## src/rtl/alu_pkg.sv

```systemverilog
// ============================================================================
// Module   : alu_pkg
// Purpose  : Opcodes, PSW layout, flag masks and sequencer states shared by
//            the execute-stage controller and the decoder.
// Revision : 1.0 - initial release
// ============================================================================
`default_nettype none

package alu_pkg;

   localparam logic [4:0] OP_ADD    = 5'b00000;
   localparam logic [4:0] OP_ADDB   = 5'b00001;
   localparam logic [4:0] OP_ADDC   = 5'b00010;
   localparam logic [4:0] OP_ADDCB  = 5'b00011;
   localparam logic [4:0] OP_SUB    = 5'b00100;
   localparam logic [4:0] OP_SUBB   = 5'b00101;
   localparam logic [4:0] OP_SUBC   = 5'b00110;
   localparam logic [4:0] OP_SUBCB  = 5'b00111;
   localparam logic [4:0] OP_DADD   = 5'b01000;
   localparam logic [4:0] OP_DADDB  = 5'b01001;
   localparam logic [4:0] OP_CMP    = 5'b01010;
   localparam logic [4:0] OP_CMPB   = 5'b01011;
   localparam logic [4:0] OP_XOR    = 5'b01100;
   localparam logic [4:0] OP_XORB   = 5'b01101;
   localparam logic [4:0] OP_AND    = 5'b01110;
   localparam logic [4:0] OP_ANDB   = 5'b01111;
   localparam logic [4:0] OP_BIS    = 5'b10000;
   localparam logic [4:0] OP_BISB   = 5'b10001;
   localparam logic [4:0] OP_BIT    = 5'b10010;
   localparam logic [4:0] OP_BITB   = 5'b10011;
   localparam logic [4:0] OP_BIC    = 5'b10100;
   localparam logic [4:0] OP_BICB   = 5'b10101;
   localparam logic [4:0] OP_MOV    = 5'b10110;
   localparam logic [4:0] OP_MOVB   = 5'b10111;
   localparam logic [4:0] OP_SRA    = 5'b11000;
   localparam logic [4:0] OP_SRAB   = 5'b11001;
   localparam logic [4:0] OP_RRC    = 5'b11010;
   localparam logic [4:0] OP_RRCB   = 5'b11011;
   localparam logic [4:0] OP_ILL_MIN = 5'b11100;

   localparam int unsigned PSW_V = 4;
   localparam int unsigned PSW_S = 3;
   localparam int unsigned PSW_N = 2;
   localparam int unsigned PSW_Z = 1;
   localparam int unsigned PSW_C = 0;

   localparam logic [15:0] MASK_ARITH = 16'h0017;
   localparam logic [15:0] MASK_C     = 16'h0001;
   localparam logic [15:0] MASK_NZ    = 16'h0006;
   localparam logic [15:0] MASK_NONE  = 16'h0000;

   typedef enum logic [2:0] {
      S_IDLE = 3'd0,
      S_READ = 3'd1,
      S_FIRE = 3'd2,
      S_WAIT = 3'd3,
      S_WB   = 3'd4
   } state_t;

endpackage

`default_nettype wire

```

## src/rtl/alu_op_class.sv

```systemverilog
// ============================================================================
// Module   : alu_op_class
// Purpose  : Classifies an ALU opcode into PSW update mask, write-back enable
//            and illegal flag; shared with the decoder's hazard logic.
// Revision : 1.0 - initial release
// ============================================================================
`default_nettype none

module alu_op_class
   import alu_pkg::*;
(
   input  logic [4:0]  op,
   output logic [15:0] psw_mask,
   output logic        wb_en,
   output logic        illegal
);

   always_comb begin
      psw_mask = MASK_NONE;
      wb_en    = 1'b0;
      illegal  = 1'b0;
      if (op >= OP_ILL_MIN) begin
         illegal = 1'b1;
      end else begin
         // compare and bit-test only produce flags
         wb_en = !(op inside {OP_CMP, OP_CMPB, OP_BIT, OP_BITB});
         if (op inside {[OP_ADD:OP_SUBCB], OP_CMP, OP_CMPB})
            psw_mask = MASK_ARITH;
         else if (op inside {OP_DADD, OP_DADDB, OP_RRC, OP_RRCB})
            psw_mask = MASK_C;
         else if (op inside {[OP_XOR:OP_MOVB]})
            psw_mask = MASK_NZ;
         else
            psw_mask = MASK_NONE;
      end
   end

endmodule

`default_nettype wire

```

## src/rtl/alu_exec_ctrl.sv

```systemverilog
// ============================================================================
// Module   : alu_exec_ctrl
// Purpose  : Execute-stage sequencer: reads operands, fires the shared ALU,
//            waits its latency, writes back and merges flags into the PSW.
// Revision : 1.0 - initial release
// ============================================================================
`default_nettype none

module alu_exec_ctrl
   import alu_pkg::*;
#(
   parameter int ALU_LAT = 2
) (
   input  logic        clk,
   input  logic        rst,
   input  logic        in_valid,
   output logic        in_ready,
   input  logic [4:0]  in_op,
   input  logic [2:0]  in_src,
   input  logic [2:0]  in_dst,
   input  logic        in_imm_en,
   input  logic [15:0] in_imm,
   output logic [2:0]  rf_raddr_a,
   output logic [2:0]  rf_raddr_b,
   input  logic [15:0] rf_rdata_a,
   input  logic [15:0] rf_rdata_b,
   output logic        rf_we,
   output logic [2:0]  rf_waddr,
   output logic [15:0] rf_wdata,
   output logic [15:0] alu_op1,
   output logic [15:0] alu_op2,
   output logic [4:0]  alu_instr,
   output logic        alu_e,
   input  logic [15:0] alu_result,
   input  logic [15:0] alu_psw,
   output logic [15:0] psw_q,
   output logic        done,
   output logic        err
);

   state_t      r_state, w_state_nxt;
   logic [4:0]  r_op;
   logic [2:0]  r_dst, r_src;
   logic        r_imm_en, r_illegal;
   logic [15:0] r_imm, r_op1, r_op2, r_psw, r_wdata;
   logic [4:0]  r_instr;
   logic [3:0]  r_cnt;

   logic [4:0]  w_cls_op;
   logic [15:0] w_mask;
   logic        w_wb_en, w_illegal, w_accept, w_wb_legal;

   // In IDLE the classifier looks at the incoming opcode to route illegal
   // ops straight to WB; afterwards it describes the captured opcode.
   assign w_cls_op = (r_state == S_IDLE) ? in_op : r_op;

   alu_op_class u_op_class (
      .op       (w_cls_op),
      .psw_mask (w_mask),
      .wb_en    (w_wb_en),
      .illegal  (w_illegal)
   );

   always_comb begin
      w_state_nxt = r_state;
      w_accept    = 1'b0;
      case (r_state)
         S_IDLE: begin
            if (in_valid) begin
               w_accept    = 1'b1;
               w_state_nxt = w_illegal ? S_WB : S_READ;
            end
         end
         S_READ:  w_state_nxt = S_FIRE;
         S_FIRE:  w_state_nxt = S_WAIT;
         S_WAIT:  if (r_cnt == 4'd1) w_state_nxt = S_WB;
         S_WB:    w_state_nxt = S_IDLE;
         default: w_state_nxt = S_IDLE;
      endcase
   end

   assign w_wb_legal = (r_state == S_WB) && !r_illegal && !rst;

   always_ff @(posedge clk) begin
      if (rst) begin
         r_state   <= S_IDLE;
         r_op      <= '0;
         r_dst     <= '0;
         r_src     <= '0;
         r_imm_en  <= 1'b0;
         r_imm     <= '0;
         r_illegal <= 1'b0;
         r_op1     <= '0;
         r_op2     <= '0;
         r_instr   <= '0;
         r_cnt     <= '0;
         r_psw     <= '0;
         r_wdata   <= '0;
      end else begin
         r_state <= w_state_nxt;
         if (w_accept) begin
            r_op      <= in_op;
            r_dst     <= in_dst;
            r_src     <= in_src;
            r_imm_en  <= in_imm_en;
            r_imm     <= in_imm;
            r_illegal <= w_illegal;
         end
         if (r_state == S_READ) begin
            r_op1   <= rf_rdata_a;
            r_op2   <= r_imm_en ? r_imm : rf_rdata_b;
            r_instr <= r_op;
         end
         if (r_state == S_FIRE)
            r_cnt <= 4'(ALU_LAT);
         else if (r_state == S_WAIT)
            r_cnt <= r_cnt - 4'd1;
         if (w_wb_legal) begin
            r_psw   <= (r_psw & ~w_mask) | (alu_psw & w_mask);
            r_wdata <= alu_result;
         end
      end
   end

   assign in_ready   = (r_state == S_IDLE);
   assign alu_e      = (r_state == S_FIRE) && !rst;
   assign done       = (r_state == S_WB) && !rst;
   assign err        = done && r_illegal;
   assign rf_we      = w_wb_legal && w_wb_en;
   assign rf_waddr   = r_dst;
   assign rf_raddr_a = r_dst;
   assign rf_raddr_b = r_src;
   assign rf_wdata   = w_wb_legal ? alu_result : r_wdata;
   assign alu_op1    = r_op1;
   assign alu_op2    = r_op2;
   assign alu_instr  = r_instr;
   assign psw_q      = r_psw;

endmodule

`default_nettype wire

```

## config.mk

```make
export PLATFORM = sky130hd
export DESIGN_NAME = alu_exec_ctrl
export DESIGN_NICKNAME = d
export VERILOG_FILES = /design/src/rtl/alu_pkg.sv /design/src/rtl/alu_op_class.sv /design/src/rtl/alu_exec_ctrl.sv
export SDC_FILE = /design/constraint.sdc
export NUM_CORES = 1
export LEC_CHECK = 0
export ABC_AREA = 0
export CAP_MARGIN = 20
export CORE_ASPECT_RATIO = 1.75
export CORE_MARGIN = 3
export CORE_UTILIZATION = 45
export CTS_CLUSTER_SIZE = 16
export DETAILED_ROUTE_END_ITERATION = 12
export HOLD_SLACK_MARGIN = 0.05
export PLACE_DENSITY = 0.86
export SLEW_MARGIN = 5
export SYNTH_ARGS = -nofsm -noshare
export SYNTH_HDL_FRONTEND = slang
export SYNTH_SLANG_ARGS = --single-unit
```

## constraint.sdc

```tcl
create_clock -name clk -period 5.3 [get_ports clk]
set_input_delay 1.06 -clock clk [delete_from_list [all_inputs] [get_ports clk]]
set_output_delay 1.06 -clock clk [all_outputs]
set_load 0.01 [all_outputs]
```

== Word-level counts from Yosys, hierarchy flattened ==
Index checks and enable logic that the tools add are counted.

* Flip-flop bits (word level): 105
* Input bits: 95
* Output and inout port bits: 83
* Logic and storage cells: 74

* Add/sub/neg operators: 1
* Magnitude comparators: 5
* Equal/unequal tests: 15
* Mux-type cells: 17
* Bitwise gates (word level): 4
* Reduce and logical (&&, ||, !) cells: 18

{| class="wikitable"
|+ Operators by type and width
! operator !! count
|-
| two-way mux 16 bit || 5
|-
| AND 16 bit || 2
|-
| equality test 5 x 4 -> 1 bit (second input constant) || 4
|-
| equality test 5 bit (second input constant) || 4
|-
| NOT 16 bit || 1
|-
| bitwise OR 16 bit || 1
|-
| two-way mux 3 bit || 4
|-
| case mux 3 bit (4 select lines) || 1
|-
| logical AND 1 bit || 8
|-
| nonzero test 4 bit || 2
|-
| equality test 3 x 2 -> 1 bit (second input constant) || 2
|-
| >= comparator 5 x 1 -> 1 bit (second input constant) || 1
|-
| >= comparator 5 x 4 -> 1 bit (second input constant) || 1
|-
| >= comparator 5 bit (second input constant) || 1
|-
| <= comparator 5 x 3 -> 1 bit (second input constant) || 1
|-
| <= comparator 5 bit (second input constant) || 1
|-
| two-way mux 5 bit || 1
|-
| equality test 4 x 1 -> 1 bit (second input constant) || 1
|-
| two-way mux 1 bit || 4
|-
| two-way mux 2 bit || 2
|-
| inequality test 2 bit (second input constant) || 2
|-
| subtractor 4 x 1 -> 4 bit (second input constant) || 1
|-
| equality test 3 x 1 -> 1 bit (second input constant) || 1
|-
| equality test 3 bit (second input constant) || 1
|-
| 6 further kinds || 8
|}

== Depth between registers and ports, before layout ==
Gate-level depths: netlist of the first run.

* Depth in word-level cells: 11
* Mapped depth: 10
* Depth with buffers taken out: 5

== Modules after synthesis ==
Synthesis of the first run repeated with hierarchy kept, for this count alone.

* Cell total of the unflattened synthesis: 527
* Area, all modules: 4807.1 µm²

{| class="wikitable"
|+ Modules (own cells, without submodules)
! module !! times used !! cells an instance !! area each (µm²)
|-
| alu_exec_ctrl || 1 || 503 || 4631.9
|-
| alu_op_class || 1 || 24 || 175.2
|}

== Worst setup path before layout of the first run ==
Ideal clock, no wire load.

* Kind: input to output
* Start point: input port rst
* End point: output port rf_wdata[10]
* Data arrival time: 2221 ps
* Data required time: 4240 ps
* Slack: 2019 ps
* Cell stages on the path: 4
* Buffers on the path: 1
* Cell sequence: nor4b_2 nor2b_1 buf_2 mux2_1

* Longest elaborated chain between the ends: 3

{| class="wikitable"
|+ Ends and longest elaborated chain
! element !! RTL line !! source
|-
| start, declared || alu_exec_ctrl.sv:15 || <nowiki>input logic rst,</nowiki>
|-
| logical NOT 1 bit || alu_exec_ctrl.sv:82 || <nowiki>assign w_wb_legal = (r_state == S_WB) && !r_illegal && !rst;</nowiki>
|-
| logical AND 1 bit || alu_exec_ctrl.sv:82 ||
|-
| two-way mux 16 bit || - ||
|-
| end, declared || alu_exec_ctrl.sv:29 || <nowiki>output logic [15:0] rf_wdata,</nowiki>
|}

No other way between the ends.

== Worst setup path in the final report of the first run ==
* Start point: input port rst
* End point: output port rf_wdata[1]

The elaborated chain is that of the path after synthesis.

==> metrics list, run 1 <==
- Wire length of the first global-routing pass: 16310 µm
- Once detailed placement completed, the half-perimeter wirelength came to 7332 µm.
- Top flip-flop cell by instance count after synthesis: dfxtp_1
* Sequence of cells on the critical path: buf_2 > nor4b_2 > nor2b_2 > buf_4 > mux2_1 > clkdlybuf4s50_1
- Wirelength per Cell: 14.69 µm
- Post-route worst hold slack: 0.4533 ns
* Portion of total power attributed to the clock network: 34.1%
- Clock latency at the later pin of the worst-skew pair: 0.34 ns
* Clk Tree Root Cell: clkbuf_16
* Final weighted congestion of routability-driven global placement: 0.8549
- Number of antenna violations at the first check in global routing: 0
* Switching fraction of total power: 27.47%
* # rows: 44
* Ports placed on the boundary: 178
- Via density per instance: 5.012
- dfxtp_1 takes more of the synthesized area than any other cell.
- The finished cells cover 5694 µm².
* Initial DRT Pass Iterations: 4
- In this run, distinct cell masters in the synthesized netlist total 40.
- H-tree lvl count: 3
- Max stage delay cell, worst path: nor2b_2
- Height of the chip: 129.3 µm
- For this design the total switching power over the nets is 0.0005057 W.
- Summing the sequential cell areas from Yosys gives 47.63% of the chip area.
- Part of the total power dissipated in combinational logic: 22.0%
- Via total after detailed routing: 3483
* IO buf count: 153
* RSZ-0062 raised after global routing: no
* CP required: 4.24 ns
- The commonest cells after synthesis are nand2_1, dfxtp_1, a21oi_1, nor2b_1, nor2_1.
- Core box area: 8368 µm²
- Multi-input logic area: 1798 µm²
* Number of enable flip-flop cells after synthesis: 0
* Max-cap violations: 0
* Max Fanout on Critical Path: 12
* Type of origin of the critical path: primary input
- Max Transition Viols Final: 0
- Summing all placed instances gives a cell area of 5369 µm².
* Internal power component: 0.001335 W
* Post-synth ARST share: 0%
- Sum of negative setup slack: 0 ns
- Derived from the worst setup path, the maximum achievable clock frequency is 237.8 MHz.
* Largest cells by area after synthesis: dfxtp_1, nand2_1, a21oi_1, mux2_1, mux2i_1
- Dpl cells: 678
- Floorplan die area: 9884 µm²
- In this run the post-CTS setup repair buffer count came out at 0.
- Number of flip-flops and latches in the synthesized netlist: 93
- Most common cell in the synthesized netlist: nand2_1
- Post-layout net count: 672
- Final hold violation count: 0
- For this design the static power due to leakage is 2.103 nW.
- Buffers inserted during clock tree synthesis total 9.
- Dividing total power by cell area gives a power density of 323.3 nW/µm².
- Clock tree from TritonCTS: done
- The count of nets left with antenna violations once routing finished came out at 0.
* Total routing resource utilization after global routing: 20.62%
* Crit. End Element: primary output
- Fillers: 684
- Share of power burned in registers: 43.8%
- Of the cells placed in the final design, the portion with a size suffix greater than 1 is 4.828%.
- Dividing the final minimum period by the clock period gives 79.33%.
- Total number of yosys warnings: 0
* Peak ir drop on the vdd network: 205.7 µV
* Portion of synthesized cell area occupied by the leading cell type: 47.63%
- Setup violations remaining at the end of the flow were counted as 0.
* Starting density of the core: 46.71%
* Detailed route wirelength on metal2: 5540 µm
- From left edge to right edge, the die measures 76.45 µm.
- The critical path is of the in2out type.
* N_diodes: 0
- For this run the aggregate overflow at the end of global routing stands at 0.
- Clock-pin slew was measured on the worst setup and hold paths at 0.06 ns.
- Buffers inserted to repair hold after CTS numbered 0.
* WL met3: 655 µm
- Initial drt markers: 344
- Post-CTS repair changed the size of 0 cells.
- For the pin with the worst max-slew slack, the measured transition is 1.065 ns.
- The longest clock path from root to sink contains 2 buffers.
- Routed met1 length: 3710 µm
* Drt total wl: 10210 µm
* Vias in the first global route: 3395
- For this design, the sink count on the clock tree is 93.
- For the worst setup path, the data arrival time is 3.14 ns.
- Growth of design area from synthesis to finish: 45.68%
* Synthesized instance count: 443
* Worst clock skew: 0.005001 ns
- Run status: finished, final reports clean
- Hold Crit Class: reg2reg
* Count of placed standard cells in the final layout, fillers left out: 695
* Post-route minimum period: 4.204 ns
- For this run, the slowest stage of the critical path takes 0.50 ns.
* Top Metal Used: met4
* Pin count of the biggest net entering global routing: 96
* Syn Area/Cell: 8.823 µm²
- Max_slew headroom: 29.03%
- The mapped netlist covers 3909 µm².
- The sequential cells in the finished layout cover a total of 1862 µm².
- Drc violations: 0
## path summary, 6_finish.rpt
path                   start          end  slack [ns]  depth (start not counted)
setup reg to reg  r_state[0]      r_op[4]        2.96                          5
hold reg to reg    r_imm[10]    r_imm[10]        0.45                          2
hold / removal     r_imm[10]    r_imm[10]        0.45                          2
setup / recovery         rst  rf_wdata[1]        1.10                          6
## cell type report
type,count,area share [%]
multi-input cells,311,31.58
clock buffers,13,4.922
well taps,115,2.527
repair buffers,157,27.69
flip-flops and latches,93,32.70
clock inverters,3,0.3076
inverters,3,0.2857
## power groups by stage
| stage | Combinational (W) | Sequential, W | Clock, W |
|---|---|---|---|
| after floorplan | 0.000224 | 0.000822 | 0 |
| after global placement | 0.000386 | 0.000818 | 0 |
| after detailed placement | 0.000397 | 0.000822 | 0 |
| after CTS | 0.000399 | 0.000807 | 0.000639 |
| after global routing | 0.000445 | 0.000816 | 0.000666 |
| final | 0.000405 | 0.000807 | 0.000628 |
## logic make-up after synthesis
kind of cell	count (synthesis)	synth area share (%)
and+or+nand+nor	171	19.94
DFF	93	47.63
AOI/OAI and AO/OA	85	12.87
buffers and inverters	50	7.650
muxes	40	10.95
adders and majority gates	2	0.6401
other	1	0.09594
xor gates and xnor gates	1	0.2241
## state kept, by name, indices dropped and copies added, names as in the netlist, named ones only
signal,cells
r_imm,16
r_cnt,4
r_imm_en,1
r_illegal,1
rf_raddr_b,3
rf_raddr_a,3
alu_op1,16
alu_op2,16
r_state,3
r_op,5
alu_instr,5
r_wdata,16
## per-stage QoR
| step | total power [W] | worst slack, ns | utilization [%] |
|---|---|---|---|
| after detailed placement | 0.001219 | 1.086 | 64.16 |
| final | 0.001841 | 1.096 | 68.05 |
| after global placement | 0.001205 | 1.188 | 64.16 |
| after CTS | 0.001845 | 1.069 | 67.72 |
| after floorplan | 0.001046 | 2.019 | - |
| after global routing | 0.001927 | 0.9745 | 68.05 |
## metal layers
metal,vias up,track usage (%)
li1,1723,-
met1,1589,21.39
met2,144,38.41
met3,27,5.076
met4,0,10.35
met5,-,0
## worst max-delay path: cells and delay by family
family	cells	cell delay [ns]
and+or+nand+nor	2	0.79
muxes	1	0.37
buffers and inverters	3	0.91
## layout by cell type (no fill, tap or decap), types with 2 or more instances in the layout
master | netlist | routed
clkbuf_8 | 0 | 4
inv_1 | 2 | 2
a211oi_1 | 17 | 17
nor2b_1 | 23 | 22
ha_1 | 2 | 2
mux2_1 | 19 | 19
and2_1 | 3 | 3
clkinv_2 | 0 | 2
nand2_1 | 104 | 104
conb_1 | 1 | 12
nor2_1 | 21 | 21
clkdlybuf4s50_1 | 0 | 152
o21ai_0 | 4 | 4
dfxtp_1 | 93 | 93
clkbuf_16 | 0 | 9
nor3_1 | 3 | 3
mux2i_1 | 20 | 20
buf_4 | 16 | 3
nand2b_1 | 6 | 6
a21oi_1 | 58 | 58
Power figures use the tool's default switching activity.
==> inputs of run 2 (changes only) <==
--- a/config.mk
+++ b/config.mk
@@ -9,11 +9,11 @@
 export CAP_MARGIN = 20
 export CORE_ASPECT_RATIO = 1.75
 export CORE_MARGIN = 3
-export CORE_UTILIZATION = 45
+export CORE_UTILIZATION = 42
 export CTS_CLUSTER_SIZE = 16
 export DETAILED_ROUTE_END_ITERATION = 12
 export HOLD_SLACK_MARGIN = 0.05
-export PLACE_DENSITY = 0.86
+export PLACE_DENSITY = 0.81
 export SLEW_MARGIN = 5
 export SYNTH_ARGS = -nofsm -noshare
 export SYNTH_HDL_FRONTEND = slang
==> constraint.sdc (replaced) <==
create_clock -name clk -period 3.9 [get_ports clk]
set_input_delay 0.78 -clock clk [delete_from_list [all_inputs] [get_ports clk]]
set_output_delay 0.78 -clock clk [all_outputs]
set_load 0.01 [all_outputs]
==> run 2 against run 1 <==
Compared with the run above: final cell count up 0.43%; die area up 6.7%; sequential cell count unchanged; clock skew up 0.00059 ns; final area up 0.18%; hold slack better by 0.0015 ns; total power up 42%; non-clock buffer count down 1.
==> metrics list, run 2 (synthesis gave the netlist of run 1 again) <==
- Run status: finished, final reports clean
- Ports placed on the boundary: 178
* Area of all sequential standard cells: 1862 µm²
* Floorplan die area: 10550 µm²
- Clk Tree Root Cell: clkbuf_16
* Class of the most critical setup path: reg2out
* Final weighted congestion of routability-driven global placement: 0.8822
- In this run the critical register-to-register path is launched from r_state[0].
- Tcrit/Tclk final: 91.69%
- Sequence of cells on the critical path: or3_1 > clkinv_4 > mux2i_2 > o21ai_0 > a21oi_1 > clkdlybuf4s50_1
* Starting density of the core: 42.98%
* Final hold violation count: 0
* Drt total wl: 10450 µm
* Max_slew headroom: 29.92%
- Setup slack on the critical path of the routed design comes to 0.3240 ns.
- Counting the buffers created by CTS gives 9.
- In this run, post-CTS hold repair placed 0 buffers.
- In this run the static leakage power is 2.104 nW.
- Horizontal extent of the die: 78.93 µm
- In this run the core area contains 46 standard-cell rows.
* Max stage delay cell, worst path: clkdlybuf4s50_1
- H-tree lvl count: 3
* Type of origin of the critical path: flop
- Total half-perimeter wirelength after legalization and detailed placement: 7583 µm
- For the worst setup path, the data arrival time is 2.80 ns.
- Of the cells placed in the final design, the portion with a size suffix greater than 1 is 4.325%.
- Counting the fill cells in the layout gives 799.
- Entering global routing, the biggest net connects 96 pins.
* Height of the chip: 133.6 µm
- Number of cells on the worst reg-to-reg path: 5
- The number of max-slew violations in the final report is 0.
* Pin slew with the least headroom to its limit: 1.051 ns
- Wire length of the first global-routing pass: 16380 µm
- Clock latency at the later pin of the worst-skew pair: 0.34 ns
- Excluding fillers, the count of instances in the completed layout stands at 698.
- Ratio of total power to cell area: 457.2 nW/µm²
- Timing would allow up to 279.6 MHz.
- Multi-input logic area: 1798 µm²
- Clock tree from TritonCTS: done
- Flop2flop setup slack: 1.59 ns
- Max Fanout on Critical Path: 13
- Hold Crit Class: reg2reg
* Via density per instance: 4.993
* N_diodes: 0
- Post-route worst hold slack: 0.4547 ns
- In this run the remaining antenna-violating nets after routing total 0.
- The routed layout has 3485 vias.
- Worst path buffer plus inverter count: 2
* Drc violations: 0
- After clock tree synthesis, the setup repair step added 0 buffers.
* Sum of negative setup slack: 0 ns
- Initial DRT Pass Iterations: 4
- Setup violations, final: 0
- The worst-case IR drop observed on VDD is 281.2 µV.
- OpenSTA, run right after detailed placement, puts the worst setup slack at 0.4992 ns.
* Number of antenna violations at the first check in global routing: 0
* Post-route minimum period: 3.576 ns
* Wirelength per Cell: 14.97 µm
* Leading cell types in the layout, fill and taps excluded: clkdlybuf4s50_1, nand2_1, dfxtp_1
- Most common cell after layout, fill and taps aside: clkdlybuf4s50_1
- For this run, the post-layout net count is 671.
- The total area inside the core boundary comes to 9094 µm².
- Max-cap violations: 0
* IO buf count: 153
- Termination of the worst setup path: rf_we
- The worst setup path is captured at a primary output.
- Setup repair after global routing left no endpoint under its margin.
- In this run, the number of DRC markers left after iteration 0 of detailed routing was 150.
* Clock sink count: 93
* Dpl cells: 683
* Worst clock skew: 0.005592 ns
- In this run the critical register-to-register path is captured at rf_raddr_b[1].
* Slowest stage delay, CP: 0.56 ns
* GRT overflow: 0
- Buffer levels on the longest clock path: 2
- Relative to the synthesized area, the layout overhead comes to 45.93%.
* Number of gates given a new drive strength after cts: 0
- CP required: 3.12 ns
- The via count of the first global-routing pass came to 3331.
- Broken down by cell family, the worst path's largest delay share belongs to buffers and inverters.
- Register clock-pin slew on the reported worst setup and hold paths: 0.06 ns
- Worst setup startpoint: r_state[0]
- The critical path crosses 6 cells after its start point.
- Total routing resource utilization after global routing: 19.79%
-- run 2: how the worst min path moves through the flow --
stage                      startpoint           end  slack [ns]  cells past startpoint
after floorplan               r_op[0]  alu_instr[0]        0.43                      2
after global placement       r_imm[3]      r_imm[3]        0.44                      2
after detailed placement  alu_op1[13]   alu_op1[13]        0.45                      2
after CTS                    r_imm[5]      r_imm[5]        0.46                      2
after global routing       alu_op1[6]    alu_op1[6]        0.48                      2
final                       r_imm[12]     r_imm[12]        0.45                      2
-- run 2: through the flow --
step | power [W] | area, µm² | utilization, %
4_1_cts | 0.002630 | 5704 | 62.73
3_5_place_dp | 0.001658 | 5375 | 59.11
2_1_floorplan | 0.001421 | 3950 | -
5_1_grt | 0.002723 | 5704 | 62.73
6_report | 0.002608 | 5704 | 62.73
3_3_place_gp | 0.001637 | 5375 | 59.11
-- run 2: cell type report --
type	instances	share of cell area, %
Sequential cell	93	32.64
Multi-Input combinational cell	311	31.52
Clock inverter	5	1.755
Tap cell	120	2.632
Timing Repair Buffer	156	27.16
Inverter	3	0.2852
Clock buffer	10	4.014
-- run 2: tightest hold or removal path: cells and delay by family, from the launching register on --
| kind | cells | cell delay [ns] |
|---|---|---|
| AOI/OAI and AO/OA | 1 | 0.05 |
| DFF | 1 | 0.31 |
| and+or+nand+nor | 1 | 0.05 |
-- run 2: report_power, final --
| group | total [W] | switching [W] | internal, W |
|---|---|---|---|
| logic | 0.000539 | 0.000266 | 0.000273 |
| registers | 0.00110 | 0.0000641 | 0.00103 |
| clock network | 0.000972 | 0.000352 | 0.000621 |
-- run 2: routing by layer --
layer | wire, µm | vias up | part of all wire [%] | global-route usage [%]
met5 | 0 | - | 0 | 0
met4 | 392 | 0 | 3.8 | 10.13
met3 | 632 | 25 | 6.0 | 5.886
met2 | 5554 | 123 | 53 | 35.34
met1 | 3871 | 1612 | 37 | 20.54
li1 | - | 1725 | - | -
